$ cat src/rtl/octane_regmap_pkg.sv
// Register map shared by the SPI slave, the register write queue and the parameter RAMs.
// Register number layout: class in [15:12], address in [11:0].
package octane_regmap_pkg;

    typedef enum logic [1:0] {
        TARGET_GLOBAL   = 2'd0,
        TARGET_OPERATOR = 2'd1,
        TARGET_ENVELOPE = 2'd2,
        TARGET_VOICE    = 2'd3
    } param_target_e;

    localparam int CLASS_MSB = 15;
    localparam int CLASS_LSB = 12;
    localparam int ADDR_MSB  = 11;
    localparam int ADDR_LSB  = 0;

    localparam int NUM_VALID_CLASSES = 4;

    typedef struct packed {
        param_target_e target;
        logic [11:0]   address;
        logic [15:0]   data;
    } param_write_t;

endpackage

$ cat src/rtl/spi_register_queue_sync_fifo.sv
// Single-clock FIFO with synchronous reset. A push while full is still accepted
// when a pop happens on the same cycle, because the popped slot frees up at that edge.
module sync_fifo #(
    parameter int WIDTH = 30,
    parameter int DEPTH = 4
) (
    input  logic                     i_Clock,
    input  logic                     i_Reset,
    input  logic                     push_i,
    input  logic                     pop_i,
    input  logic [WIDTH-1:0]         wdata_i,
    output logic [WIDTH-1:0]         rdata_o,
    output logic                     full_o,
    output logic                     empty_o,
    output logic [$clog2(DEPTH):0]   count_o
);

    localparam int AW = $clog2(DEPTH);

    logic [WIDTH-1:0] mem_q [DEPTH];
    logic [AW-1:0]    wr_ptr_q;
    logic [AW-1:0]    rd_ptr_q;
    logic [AW:0]      count_q;
    logic [AW:0]      count_d;
    logic             pop_ok;
    logic             push_ok;

    assign full_o  = (count_q == (AW+1)'(DEPTH));
    assign empty_o = (count_q == '0);
    assign count_o = count_q;
    assign rdata_o = mem_q[rd_ptr_q];

    assign pop_ok  = pop_i && !empty_o;
    assign push_ok = push_i && (!full_o || pop_ok);

    always_comb begin
        count_d = count_q;
        if (push_ok && !pop_ok) begin
            count_d = count_q + 1'b1;
        end else if (pop_ok && !push_ok) begin
            count_d = count_q - 1'b1;
        end
    end

    // Slots are cleared on reset so the stale head reads as zero afterwards.
    always_ff @(posedge i_Clock) begin
        if (i_Reset) begin
            for (int i = 0; i < DEPTH; i++) begin
                mem_q[i] <= '0;
            end
            wr_ptr_q <= '0;
            rd_ptr_q <= '0;
            count_q  <= '0;
        end else begin
            if (push_ok) begin
                mem_q[wr_ptr_q] <= wdata_i;
                wr_ptr_q        <= wr_ptr_q + 1'b1;
            end
            if (pop_ok) begin
                rd_ptr_q <= rd_ptr_q + 1'b1;
            end
            count_q <= count_d;
        end
    end

endmodule

$ cat src/rtl/spi_register_queue.sv
// Turns the SPI slave's held write-enable level into single-shot register writes,
// decodes them into target/address and queues them for the parameter bus.
module spi_register_queue
    import octane_regmap_pkg::*;
#(
    parameter int DEPTH       = 4,
    parameter int COUNT_WIDTH = 8
) (
    input  logic                   i_Clock,
    input  logic                   i_Reset,
    input  logic                   i_RegisterWriteEnable,
    input  logic [15:0]            i_RegisterWriteNumber,
    input  logic [15:0]            i_RegisterWriteValue,
    output logic                   o_ParamWriteValid,
    input  logic                   i_ParamWriteReady,
    output logic [1:0]             o_ParamWriteTarget,
    output logic [11:0]            o_ParamWriteAddress,
    output logic [15:0]            o_ParamWriteData,
    output logic                   o_QueueFull,
    output logic [COUNT_WIDTH-1:0] o_DropCount,
    output logic [COUNT_WIDTH-1:0] o_InvalidCount
);

    localparam int AW = $clog2(DEPTH);

    logic                   enable_last_q;
    logic [COUNT_WIDTH-1:0] drop_count_q;
    logic [COUNT_WIDTH-1:0] invalid_count_q;

    logic                   push_req;
    logic [3:0]             reg_class;
    logic                   class_valid;
    logic                   push;
    logic                   pop;
    logic                   drop_inc;
    logic                   invalid_inc;
    param_write_t           wr_entry;
    param_write_t           head;
    logic [$bits(param_write_t)-1:0] fifo_rdata;
    logic                   fifo_full;
    logic                   fifo_empty;
    logic [AW:0]            fifo_count;

    assign push_req    = i_RegisterWriteEnable && !enable_last_q;
    assign reg_class   = i_RegisterWriteNumber[CLASS_MSB:CLASS_LSB];
    assign class_valid = (reg_class < 4'(NUM_VALID_CLASSES));

    assign push        = push_req && class_valid;
    assign invalid_inc = push_req && !class_valid;
    assign pop         = o_ParamWriteValid && i_ParamWriteReady;
    assign drop_inc    = push && fifo_full && !pop;

    always_comb begin
        wr_entry         = '0;
        wr_entry.target  = param_target_e'(reg_class[1:0]);
        wr_entry.address = i_RegisterWriteNumber[ADDR_MSB:ADDR_LSB];
        wr_entry.data    = i_RegisterWriteValue;
    end

    sync_fifo #(
        .WIDTH ($bits(param_write_t)),
        .DEPTH (DEPTH)
    ) u_fifo (
        .i_Clock (i_Clock),
        .i_Reset (i_Reset),
        .push_i  (push),
        .pop_i   (pop),
        .wdata_i (wr_entry),
        .rdata_o (fifo_rdata),
        .full_o  (fifo_full),
        .empty_o (fifo_empty),
        .count_o (fifo_count)
    );

    assign head                = fifo_rdata;
    assign o_ParamWriteValid   = !fifo_empty;
    assign o_QueueFull         = (fifo_count == (AW+1)'(DEPTH));
    assign o_ParamWriteTarget  = head.target;
    assign o_ParamWriteAddress = head.address;
    assign o_ParamWriteData    = head.data;
    assign o_DropCount         = drop_count_q;
    assign o_InvalidCount      = invalid_count_q;

    // Both counters stick at all-ones rather than wrapping.
    always_ff @(posedge i_Clock) begin
        if (i_Reset) begin
            enable_last_q   <= 1'b0;
            drop_count_q    <= '0;
            invalid_count_q <= '0;
        end else begin
            enable_last_q <= i_RegisterWriteEnable;
            if (drop_inc && (drop_count_q != '1)) begin
                drop_count_q <= drop_count_q + 1'b1;
            end
            if (invalid_inc && (invalid_count_q != '1)) begin
                invalid_count_q <= invalid_count_q + 1'b1;
            end
        end
    end

endmodule

$ cat config.mk
export PLATFORM = sky130hd
export DESIGN_NAME = spi_register_queue
export DESIGN_NICKNAME = d
export VERILOG_FILES = /design/src/rtl/octane_regmap_pkg.sv /design/src/rtl/spi_register_queue_sync_fifo.sv /design/src/rtl/spi_register_queue.sv
export SDC_FILE = /design/constraint.sdc
export NUM_CORES = 1
export LEC_CHECK = 0
export ABC_AREA = 1
export CAP_MARGIN = 25
export CORE_MARGIN = 1.5
export CORE_UTILIZATION = 55
export DETAILED_ROUTE_END_ITERATION = 8
export PLACE_DENSITY = 0.76
export SYNTH_ARGS = -nofsm -noshare
export SYNTH_HDL_FRONTEND = slang
export SYNTH_SLANG_ARGS = --single-unit
$ cat constraint.sdc
create_clock -name i_Clock -period 5.7 [get_ports i_Clock]
set_input_delay 1.14 -clock i_Clock [delete_from_list [all_inputs] [get_ports i_Clock]]
set_output_delay 1.14 -clock i_Clock [all_outputs]
set_load 0.05 [all_outputs]
==> results.yml, run 1 <==
status:
  status: "finished clean"
place:
  dp_hpwl_um: 9020
  post_dp_cell_area_mm2: 0.00744
  place.gp.congestion: 0.832
  port_buffers: 83
route:
  postRouteAntennaNets: 0
  drc: 0
  wl_per_cell_um: 16.7
  vias_per_cell: 5.47
  initialDrtViolationCount: 501
  drt_first_pass_iters: 5
  routed_wl_um: 15100
  vias: 4927
pwr:
  ir_worst_vdd_mv: 0.296
  p_total_mw: 3.36
  leakage_nw: 3.19
  power_frac_seq_pct: 36.4
  power.switching_mw: 1.07
  switching_share_pct: 31.7
  power_frac_clock_pct: 36.9
  p_comb_share_pct: 26.6
  power_density_mw_per_mm2: 413
  internal_power_mw: 2.30
worst_setup_path:
  arrival_ns: 2.83
  critPathMaxStageDelay_ns: 0.85
  slowest_stage: "clkdlybuf4s50_1"
  reg2reg_slack_ns: 3.02
  reg2reg_to: "u_fifo.mem_q[0][8]"
  critPathKind: "register to output pin"
  worst_setup_path_end_kind: "output pin"
  startpoint_type: "register"
  r2r-start: "u_fifo.count_o[0]"
  crit_fanout: 30
  crit_required_ns: 4.56
  path_cells: "inv_1 > o21ai_0 > o22ai_1 > clkdlybuf4s50_1"
  r2r.worst_path.cells: 7
timing:
  fmax_mhz: 252
  slew_headroom_pct: 32.1
  worstMarginPinSlew_ns: 1.02
  hold_viol: 0
  drv_slew: 0
  finalCriticalPeriod_ns: 3.97
  grt_setup_unrepaired: "false"
  fin_crit_sh_pct: 69.7
  setup_tns_ns: 0
  final.setup_skew_ns: 0.00520
  setup_viol: 0
synthesis:
  ys_seq_area_share_pct: 63.6
  synth.most_common_cell: "nor2_1"
  synthArstFlopShare_pct: 0
  synth_edf_count: 120
  netlist_area_mm2: 0.00648
  avgSynthCellArea_um2: 9.75
  syn_nets: 705
  yosysTopAreaCellShare_pct: 55.6
  ys_ff_latch: 146
  synth_cell_types: 27
  yosys-top-cells-area: "edfxtp_1 (56%), nor2_1 (10%), dfxtp_1 (8.0%)"
  syn-instance-count: 665
  synthTopCellsByCount: "nor2_1 (181), edfxtp_1 (120), o21ai_0 (76), nand2_1 (70), inv_1 (68)"
  synth_ff_type: "edfxtp_1"
  yosys_warnings: 0
  yosysTopAreaCell: "edfxtp_1"
layout:
  drive_above_1_share_pct: 8.05
  nets: 785
  antennaDiodeCount: 0
  syn_to_final_growth_pct: 25.4
  stdcell_area_mm2: 0.00813
hold_path:
  holdCritPathClass: "register to register"
  whs_path_depth: 1
  hp-start: "u_fifo.rd_ptr_q[0]"
global_routing:
  grt_pass1_wl_um: 23900
  antenna_found_initial: 0
  grt_use_total_pct: 25.1
  grt_max_degree: 61
  grt-ovfl-total: 0
  first_global_vias: 4966
floorplan:
  start_util_pct: 56.5
  rows: 39
  die-area_mm2: 0.0124
  ios: 84
  die_w_um: 112
  dieHeight_um: 112
  core_area_mm2: 0.0115
clock_tree:
  cts_tree: "yes"
  cts_max_level: 4
  cts_resized: 0
  cts.clk_slew.worst_paths_ns: 0.06
  postCtsSetupBuffers: 0
  clock-sinks: 146
  clock-root-buffer: "clkbuf_16"
  insertion_delay_ns: 0.42
  numCtsBuffers: 17
  cts_hold_buffers: 0
  cts_max_path_buffers: 2
flow_run:
  maxCapViolations: 0
-- registers in the layout, summed over array words and instances, names as in the netlist, named ones only --
register,count
enable_last_q,1
o_DropCount,8
o_InvalidCount,8
u_fifo.count_o,3
u_fifo.mem_q,120
u_fifo.rd_ptr_q,2
u_fifo.wr_ptr_q,2
-- through the flow --
step	worst slack (ns)	util (%)	hold slack, ns	instances
after floorplan	1.63	-	0.436	665
after global placement	1.83	64.5	0.454	866
after detailed placement	1.78	64.9	0.461	868
after CTS	1.39	70.7	0.480	900
after global routing	1.51	70.9	0.526	901
final	1.73	70.9	0.483	901
-- worst max-delay path: cells and delay by family (launching register included) --
kind,cells,cell delay [ns]
buffers and inverters,2,1.59
AO/OA/AOI/OAI,2,0.51
flip-flops,1,0.32
-- kinds of logic after synthesis --
group	after synthesis	synth area share, %
AO/OA/AOI/OAI	124	10.2
XOR/XNOR	5	0.675
adder cells (fa/ha/maj)	4	0.888
buffers and inverters	101	6.64
flip-flops	146	63.6
AND/OR/NAND/NOR	285	18.0
-- cell usage in the layout, fill, tap and decap left out --
cell type and count:
nor2_8 1, nand3_1 12, clkbuf_16 17, clkinv_1 2
nor2_4 1, o21ai_4 2, a31oi_1 1, buf_4 8
dfxtp_1 25, ha_1 3, clkdlybuf4s50_1 83, dfxtp_2 1
nand3b_1 1, o21ai_0 74, edfxtp_1 120, nand2_4 1
a21oi_1 17, nand3_2 2, clkinv_2 3, bufinv_16 6
nor2_1 181, inv_1 67, o22ai_1 30, buf_12 2
inv_6 1, xor2_1 4, nand4_1 2, nand2_1 70
xnor2_1 1, clkinvlp_4 4, nor3_1 3, fa_1 1
nand2_2 11, buf_16 1
-- final cells by class --
cell class	count	area, um2
fillers	820	3330
clock buffers	17	425
inverters	68	255
well taps	143	179
repair buffers	94	958
multi-input cells	418	1950
clock inverters	15	238
flip-flops and latches	146	4130
-- how the worst max path moves through the flow --
stage	start	to	slack [ns]	depth (start not counted)
finish	register	o_ParamWriteAddress[6]	1.73	4
detailed placement	i_Reset	u_fifo.mem_q[0][4]	1.78	5
global placement	i_RegisterWriteEnable	u_fifo.mem_q[0][6]	1.83	8
global route	register	o_ParamWriteAddress[2]	1.51	4
CTS	register	o_ParamWriteData[1]	1.39	5
floorplan	i_RegisterWriteNumber[15]	u_fifo.mem_q[1][0]	1.63	5
-- routing by layer --
metal / vias up / track usage [%] / part of all wire (%)
met5: - / 0 / 0
met4: 0 / 11.0 / 1.7
met3: 27 / 6.04 / 5.5
met2: 164 / 43.1 / 51
met1: 2359 / 30.4 / 41
li1: 2377 / - / -
-- power by group through the flow --
stage                     Sequential (mW)  Combinational (mW)  Clock (mW)
after floorplan                      1.25               0.583           0
after global placement               1.25               0.860           0
after detailed placement             1.25               0.877           0
after CTS                            1.23               0.882        1.25
after global routing                 1.23               0.947        1.30
final                                1.23               0.895        1.24
Power figures use the tool's default switching activity.
==> run 2: changes to the inputs <==
==> constraint.sdc (replaced) <==
create_clock -name i_Clock -period 3.85 [get_ports i_Clock]
set_input_delay 0.77 -clock i_Clock [delete_from_list [all_inputs] [get_ports i_Clock]]
set_output_delay 0.77 -clock i_Clock [all_outputs]
set_load 0.05 [all_outputs]
==> run 2 against run 1 <==
Compared with the run above:
- total power increased by 38%
- clock skew increased by 0.0015 ns
- sequential power increased by 47%
- design area decreased by 1.7%
==> results.yml, run 2 (same netlist as run 1, synthesis figures left out) <==
global_routing:
  grt_pass1_wl_um: 23500
  grt-ovfl-total: 0
  antenna_found_initial: 0
  grt_use_total_pct: 24.4
  grt_max_degree: 61
  first_global_vias: 4859
pwr:
  power_density_mw_per_mm2: 579
  p_total_mw: 4.63
  leakage_nw: 3.21
  ir_worst_vdd_mv: 0.444
floorplan:
  die_w_um: 112
  start_util_pct: 56.5
  core_area_mm2: 0.0115
  dieHeight_um: 112
  rows: 39
  die-area_mm2: 0.0124
  ios: 84
place:
  post_dp_cell_area_mm2: 0.00739
  dp_cells: 867
  place_worst_setup_slack_ns: 0.813
  dp_hpwl_um: 8930
  place.gp.congestion: 0.820
  port_buffers: 83
route:
  vias: 4977
  wl_per_cell_um: 16.5
  initialDrtViolationCount: 405
  routed_wl_um: 14900
  postRouteAntennaNets: 0
  vias_per_cell: 5.52
  drt_first_pass_iters: 5
  drc: 0
flow_run:
  maxCapViolations: 0
timing:
  whs_ns: 0.482
  hold_viol: 0
  final.setup_skew_ns: 0.00669
  setup_viol: 0
  grt_setup_unrepaired: "false"
  layout_setup_ws_ns: 0.680
  setup_tns_ns: 0
  fmax_mhz: 315
  worstMarginPinSlew_ns: 0.912
  slew_headroom_pct: 39.1
  fin_crit_sh_pct: 82.3
  finalCriticalPeriod_ns: 3.17
  drv_slew: 0
clock_tree:
  insertion_delay_ns: 0.42
  cts.clk_slew.worst_paths_ns: 0.06
  clock-root-buffer: "clkbuf_16"
  numCtsBuffers: 17
  cts_max_path_buffers: 2
  postCtsSetupBuffers: 0
  cts_hold_buffers: 0
  cts_resized: 0
  cts_max_level: 4
  clock-sinks: 146
  cts_tree: "yes"
worst_setup_path:
  worst_setup_path_end_kind: "output pin"
  arrival_ns: 2.40
  startpoint_type: "register"
  crit_fanout: 34
  crit_required_ns: 3.08
  critPathKind: "register to output pin"
layout:
  final_cells: 901
  drive_above_1_share_pct: 12.1
  final_util_pct: 69.7
  antennaDiodeCount: 0
  largest-register: "u_fifo.mem_q"
  final_common_cell: "nor2_1"
  stdcell_area_mm2: 0.00800
  nets: 785
  largest_reg_flops: 120
  final_cell_mix: "nor2_1 (181), edfxtp_1 (120), o21ai_0 (74)"
  syn_to_final_growth_pct: 23.4
hold_path:
  holdCritPathClass: "register to register"
status:
  status: "finished clean"
run 2: changes by cell type in the layout (fill, tap and decap cells not counted), moves of 3 or more:
cell / delta
clkdlybuf4s50_1: -30
buf_4: +28
bufinv_16: -5
buf_16: +3
clkinv_2: +3
clkinv_4: +3
run 2: power breakdown:
group          switching [mW]  internal [mW]
Combinational           0.918          0.362
Clock                   0.635          0.898
Sequential             0.0335           1.78
run 2: layer usage:
layer | up-vias | track usage [%] | wire length (um)
li1 | 2389 | - | -
met1 | 2386 | 30.5 | 6050
met2 | 185 | 41.3 | 7760
met3 | 17 | 5.77 | 895
met4 | 0 | 9.96 | 206
met5 | - | 0 | 0
run 2: worst max-delay path, cell delays in order, from the launching register on:
cell,delay [ns]
dfxtp_2,0.32
clkinv_1,0.62
buf_12,0.44
o21ai_0,0.24
o22ai_1,0.14
buf_4,0.21
run 2: layout make-up:
cell class / count / area [um2]
fill: 839 / 3470
clock buffer: 18 / 439
tap: 143 / 179
inverter: 68 / 255
timing repair buffer: 94 / 931
sequential: 146 / 4130
multi-input combinational: 418 / 1950
clock inverter: 14 / 116
run 2: path summary, 6_finish.rpt:
kind	from	endpoint	slack (ns)	depth (start not counted)
worst max-delay path	register	o_ParamWriteAddress[11]	0.68	5
worst min-delay path	u_fifo.rd_ptr_q[1]	u_fifo.rd_ptr_q[1]	0.48	2
worst max register to register	u_fifo.count_o[0]	u_fifo.mem_q[3][26]	1.63	7
worst min register to register	u_fifo.rd_ptr_q[1]	u_fifo.rd_ptr_q[1]	0.48	2
